--- config.mk ---
export PLATFORM = sky130hd
export DESIGN_NAME = vt52_writer
export DESIGN_NICKNAME = d
export VERILOG_FILES = /design/src/rtl/vt52_writer.sv
export SDC_FILE = /design/constraint.sdc
export NUM_CORES = 1
export LEC_CHECK = 0
export BUFFER_PORTS_ARGS = -buffer_cell sky130_fd_sc_hd__buf_2
export CAP_MARGIN = 5
export CORE_ASPECT_RATIO = 0.5
export CORE_MARGIN = 3
export CORE_UTILIZATION = 40
export DETAILED_ROUTE_END_ITERATION = 8
export GPL_TIMING_DRIVEN = 0
export RECOVER_POWER = 25
export SLEW_MARGIN = 20
export SYNTH_ARGS = -nofsm -noshare
export SYNTH_HDL_FRONTEND = slang
export SYNTH_SLANG_ARGS = --single-unit
--- constraint.sdc ---
create_clock -name pixelclk -period 6.1 [get_ports pixelclk]
set_input_delay 0.305 -clock pixelclk [delete_from_list [all_inputs] [get_ports pixelclk]]
set_output_delay 0.305 -clock pixelclk [all_outputs]
set_load 0.02 [all_outputs]
--- src/rtl/vt52_writer.sv ---
// VT52 character writer: turns received ASCII into frame-buffer writes and cursor
// moves, handles VT52 ESC sequences, and scrolls or clears the screen by walking RAM.
module vt52_writer #(
    parameter int COLS     = 80,
    parameter int ROWS     = 24,
    parameter int TAB_STOP = 8
) (
    input  logic        pixelclk,
    input  logic        reset_n,
    input  logic [6:0]  rx_data,
    input  logic        rx_valid,
    output logic        rx_ready,
    output logic [11:0] fb_addr,
    output logic [6:0]  fb_wdata,
    output logic        fb_we,
    input  logic [6:0]  fb_rdata,
    output logic [4:0]  curs_row,
    output logic [6:0]  curs_col,
    output logic        bell,
    output logic        busy
);

    localparam logic [6:0] COL_MAX      = 7'(COLS - 1);
    localparam logic [4:0] ROW_MAX      = 5'(ROWS - 1);
    localparam logic [4:0] ROW_LAST_DST = 5'(ROWS - 2);
    localparam logic [6:0] TAB_MASK     = 7'(TAB_STOP - 1);

    localparam logic [6:0] CH_BEL = 7'h07;
    localparam logic [6:0] CH_BS  = 7'h08;
    localparam logic [6:0] CH_HT  = 7'h09;
    localparam logic [6:0] CH_LF  = 7'h0A;
    localparam logic [6:0] CH_CR  = 7'h0D;
    localparam logic [6:0] CH_ESC = 7'h1B;
    localparam logic [6:0] CH_SP  = 7'h20;
    localparam logic [6:0] CH_DEL = 7'h7F;

    typedef enum logic [2:0] {
        S_IDLE, S_ESC, S_ESCY_R, S_ESCY_C, S_SCROLL, S_CLEAR
    } state_t;

    // PH_READ/PH_COPY alternate while moving rows up; PH_FILL blanks cells.
    typedef enum logic [1:0] {PH_READ, PH_COPY, PH_FILL} phase_t;

    state_t      state, state_n;
    phase_t      phase, phase_n;
    logic [4:0]  row_n, y_row, y_row_n, op_row, op_row_n, end_row, end_row_n;
    logic [6:0]  col_n, op_col, op_col_n, wdata_q, wdata_n;
    logic [11:0] addr_n;
    logic        we_n, copy_q, copy_n, bell_n, busy_n;
    logic        accept;
    logic [7:0]  tab_next;
    logic [6:0]  tab_col, y_arg, y_col;
    logic [4:0]  y_row_clamp;

    assign accept      = rx_valid & rx_ready;
    assign tab_next    = {1'b0, curs_col | TAB_MASK} + 8'd1;
    assign tab_col     = (tab_next > {1'b0, COL_MAX}) ? COL_MAX : tab_next[6:0];
    assign y_arg       = (rx_data < CH_SP) ? 7'd0 : rx_data - CH_SP;
    assign y_row_clamp = (y_arg > {2'b00, ROW_MAX}) ? ROW_MAX : y_arg[4:0];
    assign y_col       = (y_arg > COL_MAX) ? COL_MAX : y_arg;

    // During the copy half of a scroll the RAM data only arrives in the write
    // cycle itself, so it is forwarded straight through instead of registered.
    assign fb_wdata = copy_q ? fb_rdata : wdata_q;

    // NOTE: every variable gets a default at the top of always_comb; a path that
    // leaves one unassigned would infer a latch.
    always_comb begin
        state_n   = state;
        phase_n   = phase;
        row_n     = curs_row;
        col_n     = curs_col;
        y_row_n   = y_row;
        op_row_n  = op_row;
        op_col_n  = op_col;
        end_row_n = end_row;
        addr_n    = fb_addr;
        we_n      = 1'b0;
        wdata_n   = wdata_q;
        copy_n    = 1'b0;
        bell_n    = 1'b0;

        case (state)
            S_IDLE: if (accept) begin
                if (rx_data >= CH_SP && rx_data != CH_DEL) begin
                    we_n    = 1'b1;
                    addr_n  = {curs_row, curs_col};
                    wdata_n = rx_data;
                    if (curs_col < COL_MAX) col_n = curs_col + 7'd1;
                end else begin
                    case (rx_data)
                        CH_CR:  col_n = 7'd0;
                        CH_BS:  if (curs_col != 7'd0) col_n = curs_col - 7'd1;
                        CH_HT:  col_n = tab_col;
                        CH_BEL: bell_n = 1'b1;
                        CH_ESC: state_n = S_ESC;
                        CH_LF: begin
                            if (curs_row < ROW_MAX) begin
                                row_n = curs_row + 5'd1;
                            end else begin
                                state_n  = S_SCROLL;
                                phase_n  = PH_READ;
                                op_row_n = 5'd0;
                                op_col_n = 7'd0;
                                addr_n   = {5'd1, 7'd0};
                            end
                        end
                        default: ;
                    endcase
                end
            end

            S_ESC: if (accept) begin
                state_n = S_IDLE;
                case (rx_data)
                    7'h41: if (curs_row != 5'd0) row_n = curs_row - 5'd1;
                    7'h42: if (curs_row < ROW_MAX) row_n = curs_row + 5'd1;
                    7'h43: if (curs_col < COL_MAX) col_n = curs_col + 7'd1;
                    7'h44: if (curs_col != 7'd0) col_n = curs_col - 7'd1;
                    7'h48: begin
                        row_n = 5'd0;
                        col_n = 7'd0;
                    end
                    7'h4A, 7'h4B: begin
                        state_n   = S_CLEAR;
                        phase_n   = PH_FILL;
                        op_row_n  = curs_row;
                        op_col_n  = curs_col;
                        end_row_n = (rx_data == 7'h4A) ? ROW_MAX : curs_row;
                        addr_n    = {curs_row, curs_col};
                        we_n      = 1'b1;
                        wdata_n   = CH_SP;
                    end
                    7'h59: state_n = S_ESCY_R;
                    default: ;
                endcase
            end

            S_ESCY_R: if (accept) begin
                y_row_n = y_row_clamp;
                state_n = S_ESCY_C;
            end

            S_ESCY_C: if (accept) begin
                row_n   = y_row;
                col_n   = y_col;
                state_n = S_IDLE;
            end

            S_SCROLL, S_CLEAR: begin
                case (phase)
                    PH_READ: begin
                        phase_n = PH_COPY;
                        addr_n  = {op_row, op_col};
                        we_n    = 1'b1;
                        copy_n  = 1'b1;
                    end
                    PH_COPY: begin
                        if (op_col < COL_MAX) begin
                            phase_n  = PH_READ;
                            op_col_n = op_col + 7'd1;
                            addr_n   = {op_row + 5'd1, op_col + 7'd1};
                        end else if (op_row < ROW_LAST_DST) begin
                            phase_n  = PH_READ;
                            op_row_n = op_row + 5'd1;
                            op_col_n = 7'd0;
                            addr_n   = {op_row + 5'd2, 7'd0};
                        end else begin
                            phase_n   = PH_FILL;
                            op_row_n  = ROW_MAX;
                            op_col_n  = 7'd0;
                            end_row_n = ROW_MAX;
                            addr_n    = {ROW_MAX, 7'd0};
                            we_n      = 1'b1;
                            wdata_n   = CH_SP;
                        end
                    end
                    default: begin
                        if (op_col < COL_MAX) begin
                            op_col_n = op_col + 7'd1;
                            addr_n   = {op_row, op_col + 7'd1};
                            we_n     = 1'b1;
                            wdata_n  = CH_SP;
                        end else if (op_row < end_row) begin
                            op_row_n = op_row + 5'd1;
                            op_col_n = 7'd0;
                            addr_n   = {op_row + 5'd1, 7'd0};
                            we_n     = 1'b1;
                            wdata_n  = CH_SP;
                        end else begin
                            state_n = S_IDLE;
                        end
                    end
                endcase
            end

            default: state_n = S_IDLE;
        endcase

        busy_n = (state_n == S_SCROLL) || (state_n == S_CLEAR);
    end

    // NOTE: sequential state uses non-blocking assignments so every register
    // samples pre-edge values regardless of statement order.
    always_ff @(posedge pixelclk or negedge reset_n) begin
        if (!reset_n) begin
            state    <= S_IDLE;
            phase    <= PH_READ;
            curs_row <= 5'd0;
            curs_col <= 7'd0;
            y_row    <= 5'd0;
            op_row   <= 5'd0;
            op_col   <= 7'd0;
            end_row  <= 5'd0;
            fb_addr  <= 12'd0;
            fb_we    <= 1'b0;
            wdata_q  <= 7'd0;
            copy_q   <= 1'b0;
            bell     <= 1'b0;
            busy     <= 1'b0;
            rx_ready <= 1'b0;
        end else begin
            state    <= state_n;
            phase    <= phase_n;
            curs_row <= row_n;
            curs_col <= col_n;
            y_row    <= y_row_n;
            op_row   <= op_row_n;
            op_col   <= op_col_n;
            end_row  <= end_row_n;
            fb_addr  <= addr_n;
            fb_we    <= we_n;
            wdata_q  <= wdata_n;
            copy_q   <= copy_n;
            bell     <= bell_n;
            busy     <= busy_n;
            rx_ready <= !busy_n;
        end
    end

endmodule

==> run summary <==
end-of-flow core utilization: 48.4%
commonest cells after routing, fill and taps aside: nand2_1 (74), dfrtp_1 (63), buf_2 (62)
Clock Skew: 0.00796 ns
Critical Path Start Type: input port
final worst setup slack: 2.68 ns
drt first pass iters: 5
CP endpoint kind: async pin
CTS sink count: 63
RePlAce Congestion: 0.911
status: finished, violations left
via count: 5163
commonest non-fill, non-tap cell in the layout: nand2_1
Critical Path RT: 6.17 ns
max-cap viol count: 2
synthesis-stage register bit count: 63
final setup violation count: 0
yosys warns: 0
R2R depth: 7
placement-stage cell area: 0.00561 mm²
GRT overflow: 0
worst slew pin tran: 1.93 ns
Mapped Area: 0.00513 mm²
max frequency: 293 MHz
met1 Usage GRT: 35.0%
met3 usage: 4.83%
post-route cell area: 0.00589 mm²
clk buf depth: 2
syn_nets: 657
crit path max fanout: 35
n_diodes: 0
cell count after synthesis: 624
P_leak: 2.46 nW
Total Routing Usage GR: 22.5%
vias in the first global route: 4763
ys flop type: dfrtp_1
Slew HR: -28.6%
failing checks: max-capacitance violations, max-slew violations
clock period minus worst slack: 3.42 ns
CTS root buf: clkbuf_16
dpl hpwl: 11900 µm
arrival time of the worst setup path: 3.49 ns
row cnt: 28
DIE AREA: 0.0143 mm²
TritonCTS clock tree: built
final hold violation count: 0
PD cells: 512 mW/mm²
EDFF count, synth: 0
Via-to-Cell Ratio: 6.02
Setup CP Type: in -> async
Final #Nets: 720
final WL: 15900 µm
Final TNS setup: 0 ns
met2 usage: 32.2%
global route hottest layer: met1
Post-DRT Antenna Nets: 0
largest net degree at the start of global routing: 36
reg2reg start: state[2]
ratio of cells with drive above 1 in the final layout: 16.5%
register area share after synthesis: 30.7%
total CTS buffers: 9
IR drop worst, VDD: 0.173 mV
Port Buffers: 50
Area Growth Syn to Fin: 14.8%
Post-synth ARST share: 100%
RSZ-0062 raised after global routing: no
htree depth: 3
post-synthesis area per instance: 8.22 µm²
Fin Hold WS: 0.375 ns
post-CTS setup buffers: 0
initial core utilization: 42.2%
HP Start: rx_data[4]
Die X: 166 µm
Die H: 86.1 µm
DR iter-0 viols: 408
global-route wire length before repair: 26100 µm
DRC violation count after routing: 0
fin. max-slew vios: 66
Final period util: 56.0%
Synth cell types: 74
Placement Setup Slack: 3.05 ns
worst min-delay path class: in -> reg
IO Count: 52
CP startpoint: reset_n
Clk Latency, worst-skew pair: 0.34 ns
DR WL/cell: 18.6 µm
Clock transition at path regs: 0.06 ns
core area: 0.0122 mm²
initial antenna violation count: 0
hold depth: 4
==> worst max-delay path: stages <==
cell,delay (ns)
dlygate4sd3_1,0.53
clkbuf_1,1.16
clkbuf_1,1.46
==> logic make-up (layout without fill, tap and decap cells) <==
logic type | after synthesis | after routing | synth area share, %
AO/OA/AOI/OAI | 198 | 198 | 27.1
flip-flops | 63 | 63 | 30.7
XOR/XNOR | 14 | 14 | 2.39
adder cells (fa/ha/maj) | 16 | 16 | 3.90
multiplexers | 35 | 35 | 7.41
buffers and inverters | 75 | 143 | 5.95
AND/OR/NAND/NOR | 223 | 223 | 22.5
==> per-layer routing <==
metal  share of wire (%)  vias up
met5                   0        -
met4                0.95        0
met3                 8.9       15
met2                  41      229
met1                  50     2483
li1                    -     2436
==> registers in the layout (all words and copies together) (netlist names), 5 cells and up <==
| signal | flops |
|---|---|
| fb_addr | 12 |
| end_row | 5 |
| wdata_q | 7 |
| op_col | 7 |
| curs_col | 7 |
| curs_row | 5 |
| op_row | 5 |
| y_row | 5 |
==> through the flow <==
stage                     std cells  power (mW)
after global routing            857        3.24
final                           857        3.02
after detailed placement        840        2.48
after CTS                       857        3.01
after floorplan                 624        1.97
after global placement          839        2.46
==> layout make-up <==
type,instances,area [µm²]
Clock inverter,6,61.3
Timing Repair Buffer,52,263
Sequential cell,63,1580
Fill cell,1207,6270
Buffer,46,196
Tap cell,165,206
Inverter,29,109
Clock buffer,10,229
Multi-Input combinational cell,486,3250
==> path summary, 6_finish.rpt <==
path                               endpoint  slack, ns
worst max register to register  curs_col[2]       3.02
min in group asynchronous        fb_addr[3]       0.91
worst min-delay path             wdata_q[4]       0.37
worst min register to register   end_row[3]       0.47
worst max-delay path               y_row[1]       2.68
max in group pixelclk           curs_col[2]       3.02
==> report_power, final <==
group | internal (mW) | total [mW] | switching (mW)
clock | 0.315 | 0.517 | 0.203
combinational | 0.674 | 1.79 | 1.12
sequential | 0.570 | 0.710 | 0.140
total | 1.56 | 3.02 | 1.46
==> synthesized netlist by cell type (all sizes together) (15+ instances only) <==
master / number / area share, %
nor3: 20 / 2.4
mux2: 21 / 4.7
a21oi: 42 / 4.1
clkbuf: 31 / 2.3
dfrtp: 63 / 31
nand3: 15 / 1.5
o21ai: 53 / 5.2
nor2: 41 / 3.0
ha: 16 / 3.9
buf: 15 / 1.6
inv: 29 / 2.1
nand2: 74 / 5.4
==> what timing repair did <==
action	4_1_cts	5_1_grt
resized for setup	0	0
hold endpoints to repair	28	0
hold buffers	1	0
(Power assumes the default switching activity.)
